## src/rtl/pixel_readout_capture.sv

```systemverilog
// Receive side of the pixel scanner: validates and encodes one-hot selects, optionally pairs
// reset/signal samples (CDS) into a clamped difference, and queues tagged results in a FWFT FIFO.
module pixel_readout_capture #(
    parameter int PIXEL_NUM_ROW       = 7,
    parameter int PIXEL_NUM_COL       = 16,
    parameter int ADC_BITS            = 10,
    parameter int FIFO_DEPTH          = 8,
    parameter int PIXEL_ADDR_BITS_ROW = $clog2(PIXEL_NUM_ROW),
    parameter int PIXEL_ADDR_BITS_COL = $clog2(PIXEL_NUM_COL)
) (
    input  logic                               clk,
    input  logic                               reset_n,
    input  logic                               enable,
    input  logic                               correlated_double_sampling,
    input  logic [PIXEL_NUM_ROW-1:0]           row_sel,
    input  logic [PIXEL_NUM_COL-1:0]           col_sel,
    input  logic [ADC_BITS-1:0]                adc_data,
    input  logic                               adc_valid,
    output logic                               out_valid,
    input  logic                               out_ready,
    output logic [ADC_BITS-1:0]                out_data,
    output logic [PIXEL_ADDR_BITS_ROW-1:0]     out_row,
    output logic [PIXEL_ADDR_BITS_COL-1:0]     out_col,
    output logic                               out_frame_end,
    output logic                               onehot_err,
    output logic                               cds_err,
    output logic                               overflow,
    output logic [$clog2(FIFO_DEPTH+1)-1:0]    fill_level
);

    localparam int PTR_BITS  = $clog2(FIFO_DEPTH);
    localparam int FILL_BITS = $clog2(FIFO_DEPTH + 1);
    localparam logic [PIXEL_ADDR_BITS_ROW-1:0] LAST_ROW = PIXEL_ADDR_BITS_ROW'(PIXEL_NUM_ROW - 1);
    localparam logic [PIXEL_ADDR_BITS_COL-1:0] LAST_COL = PIXEL_ADDR_BITS_COL'(PIXEL_NUM_COL - 1);

    typedef enum logic {
        IDLE,
        HAVE_RESET
    } state_t;

    typedef struct packed {
        logic [PIXEL_ADDR_BITS_ROW-1:0] row;
        logic [PIXEL_ADDR_BITS_COL-1:0] col;
        logic [ADC_BITS-1:0]            data;
        logic                           frame_end;
    } entry_t;

    state_t                         state_q, state_d;
    logic [ADC_BITS-1:0]            held_data_q, held_data_d;
    logic [PIXEL_ADDR_BITS_ROW-1:0] held_row_q, held_row_d;
    logic [PIXEL_ADDR_BITS_COL-1:0] held_col_q, held_col_d;

    logic [PIXEL_ADDR_BITS_ROW-1:0] row_addr;
    logic [PIXEL_ADDR_BITS_COL-1:0] col_addr;
    logic                           row_onehot, col_onehot;
    logic                           sample, accept;
    logic                           produce;
    entry_t                         entry;
    logic                           onehot_err_d, cds_err_d;

    entry_t                         mem [FIFO_DEPTH];
    logic [PTR_BITS-1:0]            wr_ptr_q, rd_ptr_q;
    logic [FILL_BITS-1:0]           count_q;
    logic                           full, push, pop;
    entry_t                         head;

    // x & (x-1) clears the lowest set bit, so a nonzero result means two or more bits set.
    assign row_onehot = (row_sel != '0) && ((row_sel & (row_sel - PIXEL_NUM_ROW'(1))) == '0);
    assign col_onehot = (col_sel != '0) && ((col_sel & (col_sel - PIXEL_NUM_COL'(1))) == '0);

    always_comb begin
        row_addr = '0;
        for (int i = 0; i < PIXEL_NUM_ROW; i++)
            if (row_sel[i]) row_addr = row_addr | PIXEL_ADDR_BITS_ROW'(i);
    end

    always_comb begin
        col_addr = '0;
        for (int i = 0; i < PIXEL_NUM_COL; i++)
            if (col_sel[i]) col_addr = col_addr | PIXEL_ADDR_BITS_COL'(i);
    end

    assign sample = enable && adc_valid;
    assign accept = sample && row_onehot && col_onehot;

    // NOTE: every signal driven here gets a default first so no path infers a latch.
    always_comb begin
        state_d          = state_q;
        held_data_d      = held_data_q;
        held_row_d       = held_row_q;
        held_col_d       = held_col_q;
        produce          = 1'b0;
        entry.row        = row_addr;
        entry.col        = col_addr;
        entry.data       = adc_data;
        entry.frame_end  = (row_addr == LAST_ROW) && (col_addr == LAST_COL);
        onehot_err_d     = sample && !(row_onehot && col_onehot);
        cds_err_d        = 1'b0;

        if (!enable) begin
            state_d = IDLE;
        end else if (!correlated_double_sampling) begin
            // Leaving CDS silently drops any held reset level.
            state_d = IDLE;
            produce = accept;
        end else if (accept) begin
            unique case (state_q)
                IDLE: begin
                    held_data_d = adc_data;
                    held_row_d  = row_addr;
                    held_col_d  = col_addr;
                    state_d     = HAVE_RESET;
                end
                HAVE_RESET: begin
                    if (held_row_q == row_addr && held_col_q == col_addr) begin
                        produce    = 1'b1;
                        entry.data = (held_data_q >= adc_data) ? held_data_q - adc_data : '0;
                        state_d    = IDLE;
                    end else begin
                        held_data_d = adc_data;
                        held_row_d  = row_addr;
                        held_col_d  = col_addr;
                        cds_err_d   = 1'b1;
                    end
                end
                default: state_d = IDLE;
            endcase
        end
    end

    // NOTE: sequential state uses non-blocking assignments so all registers update from pre-edge values.
    always_ff @(posedge clk or negedge reset_n) begin
        if (!reset_n) begin
            state_q     <= IDLE;
            held_data_q <= '0;
            held_row_q  <= '0;
            held_col_q  <= '0;
            onehot_err  <= 1'b0;
            cds_err     <= 1'b0;
        end else begin
            state_q     <= state_d;
            held_data_q <= held_data_d;
            held_row_q  <= held_row_d;
            held_col_q  <= held_col_d;
            onehot_err  <= onehot_err_d;
            cds_err     <= cds_err_d;
        end
    end

    assign out_valid = (count_q != '0);
    assign full      = (count_q == FILL_BITS'(FIFO_DEPTH));
    assign pop       = enable && out_valid && out_ready;
    assign push      = produce && (!full || pop);

    // NOTE: FIFO storage has no reset; out_* are gated by out_valid so stale words never show.
    always_ff @(posedge clk) begin
        if (push) mem[wr_ptr_q] <= entry;
    end

    always_ff @(posedge clk or negedge reset_n) begin
        if (!reset_n) begin
            wr_ptr_q <= '0;
            rd_ptr_q <= '0;
            count_q  <= '0;
            overflow <= 1'b0;
        end else if (!enable) begin
            wr_ptr_q <= '0;
            rd_ptr_q <= '0;
            count_q  <= '0;
            overflow <= 1'b0;
        end else begin
            if (push) wr_ptr_q <= wr_ptr_q + PTR_BITS'(1);
            if (pop)  rd_ptr_q <= rd_ptr_q + PTR_BITS'(1);
            if (push && !pop)      count_q <= count_q + FILL_BITS'(1);
            else if (pop && !push) count_q <= count_q - FILL_BITS'(1);
            if (produce && full && !pop) overflow <= 1'b1;
        end
    end

    assign head          = mem[rd_ptr_q];
    assign out_data      = out_valid ? head.data      : '0;
    assign out_row       = out_valid ? head.row       : '0;
    assign out_col       = out_valid ? head.col       : '0;
    assign out_frame_end = out_valid ? head.frame_end : 1'b0;
    assign fill_level    = count_q;

endmodule

```

## config.mk

```make
export PLATFORM = sky130hd
export DESIGN_NAME = pixel_readout_capture
export DESIGN_NICKNAME = d
export VERILOG_FILES = /design/src/rtl/pixel_readout_capture.sv
export SDC_FILE = /design/constraint.sdc
export NUM_CORES = 1
export LEC_CHECK = 0
export ABC_AREA = 1
export CAP_MARGIN = 20
export CORE_UTILIZATION = 30
export DETAILED_ROUTE_END_ITERATION = 8
export SYNTH_ARGS = -nofsm -noshare
export SYNTH_HDL_FRONTEND = slang
export SYNTH_SLANG_ARGS = --single-unit
```

## constraint.sdc

```tcl
create_clock -name clk -period 5.9 [get_ports clk]
set_input_delay 0.885 -clock clk [delete_from_list [all_inputs] [get_ports clk]]
set_output_delay 0.885 -clock clk [all_outputs]
set_load 0.01 [all_outputs]
```

==> out/qor.yml, run 1 <==
run_status:
  outcome: "completed"
synth:
  async_flop_share_pct: 17.7
  seq_area_frac_synth_pct: 61.1
  synth.distinct_cells: 43
  syn_nets: 900
  ys.flop_type: "edfxtp_1"
  synth_warnings: 0
  syn_area_per_cell_um2: 9.88
  synth_edf_count: 144
  netlist_area_um2: 8350
  synth-seq-cells: 175
  syn_inst: 845
place:
  dpl_worst_slack_ns: 1.70
  place_inst: 1265
  dp_hpwl_um: 12800
  io_buffers: 64
  finalWeightedCongestion: 0.880
cells_and_area:
  layoutNonFillerInstCount: 1296
  area_growth_pct: 20.2
  diodes: 0
  drive_gt1_share_pct: 9.09
  seqCellArea_um2: 5100
  n_fill_cell: 2665
  num-nets-final: 967
  multiInputGateArea_um2: 2830
sta:
  setup_viol: 0
  layout_min_cycle_time_ns: 4.14
  worst_pin_slew_ns: 1.08
  finalSetupTns_ns: 0
  fin_ws_ns: 1.76
  finalCritPeriodShare_pct: 70.2
  slew_headroom_pct: 27.5
  grt_setup_unrepaired: "false"
  hold_viol_final: 0
  fmax_mhz: 242
  finalClockSkew_ns: 0.0102
  drv_slew: 0
global_routing:
  grt_pass1_wl_um: 31000
  grt_pass1_vias: 5615
  grt_use_total_pct: 14.3
  busiest_layer: "met2"
  met2_usage_pct: 23.5
  met1_usage_pct: 19.3
  grt-ovfl-total: 0
  grt_antenna_before_repair: 0
  grt_max_degree: 45
  global_route.usage.met3_pct: 2.55
critical_path:
  endpoint_kind: "output port"
  crit_buf_inv: 2
  cp_slowest_stage_delay_ns: 0.90
  critPathTopFamily: "buffers and inverters"
  crit_arrival_ns: 3.25
  setup.worst_path.start: "rd_ptr_q[0]"
  worst_ep_required_time_ns: 5.02
  reg2reg_from: "fill_level[2]"
  cpMaxStageDelayCell: "dfrtp_2"
  critPathMaxFanout: 44
  crit_chain: "buf_4 -> o21ai_0 -> o22ai_1 -> o21ai_0 -> a31oi_1 -> clkdlybuf4s50_1"
  startpoint_type: "flop"
  critical_path_class: "reg -> out"
  crit_top_cell: "o21ai_0"
clock_tree:
  cts_root_buffer: "clkbuf_16"
  insertion_delay_ns: 0.43
  post_cts_buffers: 0
  path_clk_slew_ns: 0.06
  numCtsBuffers: 17
  htree_levels: 4
  clock_path_buffers: 2
  cts_tree: "built"
  clkSinkCount: 175
  cts_resized: 0
  hold_buffers: 0
floorplan:
  core_area_um2: 27100
  initial_core_util_pct: 30.8
  ioPinCount: 65
  num_rows: 60
  die_x_um: 169
  dieHeight_um: 169
  die_area_um2: 28500
detailed_routing:
  ant_nets: 0
  drc: 0
  routed_wl_um: 19600
  drt-initial-drc-count: 450
  viasPerCell: 4.56
  routedWlPerCell_um: 15.2
  num_vias: 5908
  dr.pass1.iters: 5
power:
  power_density_nw_per_um2: 332
  p_leak_nw: 3.89
  ir_drop_mv: 0.202
worst_hold_path:
  min_from: "held_data_q[0]"
  worstHoldPathType: "reg -> reg"
flow_run:
  cap_violations: 0
[stage by stage]
stage | power (mW) | hold WS [ns] | area [um^2] | utilization, %
after global routing | 3.49 | 0.550 | 10000 | 37.0
after CTS | 3.36 | 0.520 | 10000 | 37.0
after global placement | 2.25 | 0.495 | 9440 | 34.8
final | 3.33 | 0.514 | 10000 | 37.0
after floorplan | 1.87 | 0.481 | 8350 | -
after detailed placement | 2.25 | 0.491 | 9440 | 34.8
[report_power, final]
group          internal (mW)  switching (mW)  leakage (nW)  total (mW)
logic                  0.341           0.470          1.78       0.812
clock network          0.664           0.459         0.286        1.12
registers               1.35          0.0475          1.82        1.39
[layout make-up]
class / instances / area share (%)
clock buffers: 17 / 4.24
clock inverters: 14 / 1.68
inverters: 75 / 2.86
multi-input cells: 563 / 28.2
flip-flops and latches: 175 / 50.8
well taps: 372 / 4.64
repair buffers: 80 / 7.58
[kinds of logic (layout without fill, tap and decap cells)]
family                     after synthesis  in the layout  share of synthesized area [%]
and+or+nand+nor                        350            350                           17.9
AOI/OAI and AO/OA                      185            185                           12.1
DFF                                    175            175                           61.1
buffers and inverters                  107            186                           5.07
adders and majority gates               16             16                           2.58
xor gates and xnor gates                11             11                           1.15
muxes                                    1              1                          0.135
[metal layers]
metal  part of all wire (%)  vias to the layer above  wire [um]
met3                    3.3                       19        645
met2                     48                      133       9390
met4                    1.2                        0        243
met1                     48                     2730       9370
met5                      0                        -          0
li1                       -                     3026          -
[cell usage in the layout, fill, tap and decap left out, types with 8 or more instances in the layout]
cell,synthesis,layout
nor2_1,185,185
edfxtp_1,144,144
nand2_1,115,115
o21ai_0,100,100
inv_1,65,64
clkdlybuf4s50_1,0,64
dfrtp_1,31,30
o22ai_1,24,24
a21oi_1,24,24
a31oi_1,21,21
clkbuf_16,0,17
buf_4,0,16
ha_1,14,14
nand3_1,13,13
inv_2,8,8
[Yosys cell counts (all sizes together) (6+ instances only)]
master,count,area share [%]
nor2,195,9.5
edfxtp,144,52
nand2,123,5.9
o21ai,109,6.6
inv,73,3.3
dfrtp,31,9.3
clkbuf,28,1.3
a21oi,25,1.5
o22ai,24,1.8
a31oi,21,1.6
nand3,17,1.3
ha,14,2.1
nand4,7,0.60
xnor2,6,0.63
[worst register-to-register path, cell delays in order, from the launching register on]
cell,delay (ns)
dfrtp_1,0.43
nor3_1,0.09
nand2_1,0.68
nand2_1,0.15
nor2_1,0.32
inv_1,0.14
nand3_1,0.20
nand3_1,0.15
nor2_1,0.20
inv_1,0.10
ha_1,0.33
a21oi_1,0.16
nand2_1,0.07
xor2_1,0.16
inv_1,0.05
nand2_1,0.07
nand2_1,0.05
nand2_1,0.06
nand2_1,0.04
[worst paths after layout]
kind / slack, ns / end / cells past startpoint
max in group asynchronous: 4.70 / rd_ptr_q[0] / 2
min in group asynchronous: 0.87 / fill_level[2] / 2
worst max register to register: 2.36 / fill_level[3] / 18
worst min-delay path: 0.51 / held_data_q[0] / 1
worst max-delay path: 1.76 / out_col[1] / 6
worst min register to register: 0.51 / held_data_q[0] / 1
[registers in the layout, indices dropped and copies added (netlist names), 3 cells and up]
| register | count |
|---|---|
| mem | 144 |
| held_col_q | 4 |
| held_data_q | 10 |
| wr_ptr_q | 3 |
| rd_ptr_q | 3 |
| fill_level | 4 |
| held_row_q | 3 |
(Power assumes the default switching activity.)
==> run 2, diff against run 1 <==
==> constraint.sdc (replaced) <==
create_clock -name clk -period 3.5 [get_ports clk]
set_input_delay 0.525 -clock clk [delete_from_list [all_inputs] [get_ports clk]]
set_output_delay 0.525 -clock clk [all_outputs]
set_load 0.01 [all_outputs]
==> out/qor.yml, run 2 (synthesis gave the netlist of run 1 again) <==
run_status:
  outcome: "completed"
place:
  finalWeightedCongestion: 0.874
  io_buffers: 64
  dp_hpwl_um: 13300
sta:
  layout_min_cycle_time_ns: 3.22
  slew_headroom_pct: 62.8
  finalClockSkew_ns: 0.0102
  grt_setup_unrepaired: "false"
  fmax_mhz: 311
  worst_pin_slew_ns: 0.559
  hold_viol_final: 0
  hold_slack_ns: 0.501
  drv_slew: 0
  finalCritPeriodShare_pct: 92.0
  setup_viol: 0
critical_path:
  worst_ep_required_time_ns: 2.97
  endpoint_kind: "output port"
  critPathMaxFanout: 73
  startpoint_type: "flop"
  ff2ff_path_depth: 18
  critical_path_class: "reg -> out"
  crit_arrival_ns: 2.69
floorplan:
  dieHeight_um: 169
  die_area_um2: 28500
  die_x_um: 169
  num_rows: 60
  core_area_um2: 27100
  initial_core_util_pct: 30.8
  ioPinCount: 65
detailed_routing:
  dr.pass1.iters: 5
  wl_met2_um: 9800
  routed.top_layer: "met4"
  routedWlPerCell_um: 15.2
  drc: 0
  routed_wl_um: 20300
  num_vias: 6238
  wl_met3_um: 973
  ant_nets: 0
  drt-initial-drc-count: 403
  wl_met1_um: 9400
  viasPerCell: 4.67
cells_and_area:
  final_common_cell: "nor2_1"
  n_fill_cell: 2674
  largestRegisters: "mem (144), held_data_q (10)"
  num-nets-final: 1007
  final_cell_mix: "184 x nor2_1, 144 x edfxtp_1, 115 x nand2_1"
  largest_register_ffs: 144
  largest_register: "mem"
  seqCellArea_um2: 5100
  area_growth_pct: 25.0
  diodes: 0
  utilization_pct: 38.5
  multiInputGateArea_um2: 2830
  drive_gt1_share_pct: 13.0
global_routing:
  grt_use_total_pct: 14.9
  grt_pass1_vias: 6026
  grt-ovfl-total: 0
  grt_pass1_wl_um: 32500
  grt_max_degree: 74
  grt_antenna_before_repair: 0
clock_tree:
  numCtsBuffers: 17
  clkSinkCount: 175
  hold_buffers: 0
  cts_root_buffer: "clkbuf_16"
  clock_path_buffers: 2
  cts_tree: "built"
  cts_resized: 0
  post_cts_buffers: 0
  htree_levels: 4
  path_clk_slew_ns: 0.06
  insertion_delay_ns: 0.43
power:
  power.total_mw: 5.65
  power_density_nw_per_um2: 542
  ir_drop_mv: 0.355
  p_leak_nw: 4.10
worst_hold_path:
  worstHoldPathType: "in -> async"
flow_run:
  cap_violations: 0
-- run 2: cell count changes in the layout (fill, tap and decap cells not counted), sizes merged --
cell | before | now
buf | 16 | 56
clkinv | 11 | 6
clkbuf | 17 | 19
clkinvlp | 2 | 4
inv | 73 | 75
bufinv | 3 | 2
-- run 2: worst paths after layout --
path                                startpoint              to  slack, ns
worst min register to register  held_data_q[0]  held_data_q[0]       0.52
worst max-delay path               rd_ptr_q[0]      out_row[0]       0.28
worst min-delay path                   reset_n   fill_level[0]       0.50
min in group clk                held_data_q[0]  held_data_q[0]       0.52
max in group asynchronous              reset_n     rd_ptr_q[0]       2.66
worst max register to register   fill_level[1]   fill_level[3]       0.80
-- run 2: critical path, stage by stage, from the launching register on --
cell and delay, ns:
dfrtp_2 0.39, buf_6 0.44, o21ai_0 0.18, o22ai_1 0.18
o21ai_0 0.10, a31oi_1 0.31, clkdlybuf4s50_1 0.62
-- run 2: report_power, final --
part | switching, mW | internal (mW) | leakage [nW]
Combinational | 0.864 | 0.629 | 2.00
Sequential | 0.0313 | 2.27 | 1.82
Clock | 0.803 | 1.05 | 0.269
-- run 2: cell type report --
cell class | count | area share (%)
Sequential cell | 175 | 48.9
Multi-Input combinational cell | 563 | 27.1
Timing Repair Buffer | 120 | 11.3
Tap cell | 372 | 4.46
Clock buffer | 19 | 4.15
Inverter | 75 | 2.78
Clock inverter | 12 | 1.32
-- run 2: routing by layer --
metal	GRT usage (%)	up-vias
met2	25.0	161
met4	4.66	0
met3	2.22	15
met5	0	-
li1	-	3109
met1	19.7	2953
-- run 2: per-stage QoR --
| step | setup WS [ns] | instances | TNS [ns] | cell area, um^2 |
|---|---|---|---|---|
| after floorplan | 0.526 | 845 | 0 | 8350 |
| after global placement | -0.0301 | 1305 | -0.0301 | 9850 |
| after detailed placement | -0.0921 | 1305 | -0.0921 | 9850 |
| after CTS | 0.0925 | 1336 | 0 | 10400 |
| after global routing | 0.0353 | 1336 | 0 | 10400 |
| final | 0.281 | 1336 | 0 | 10400 |
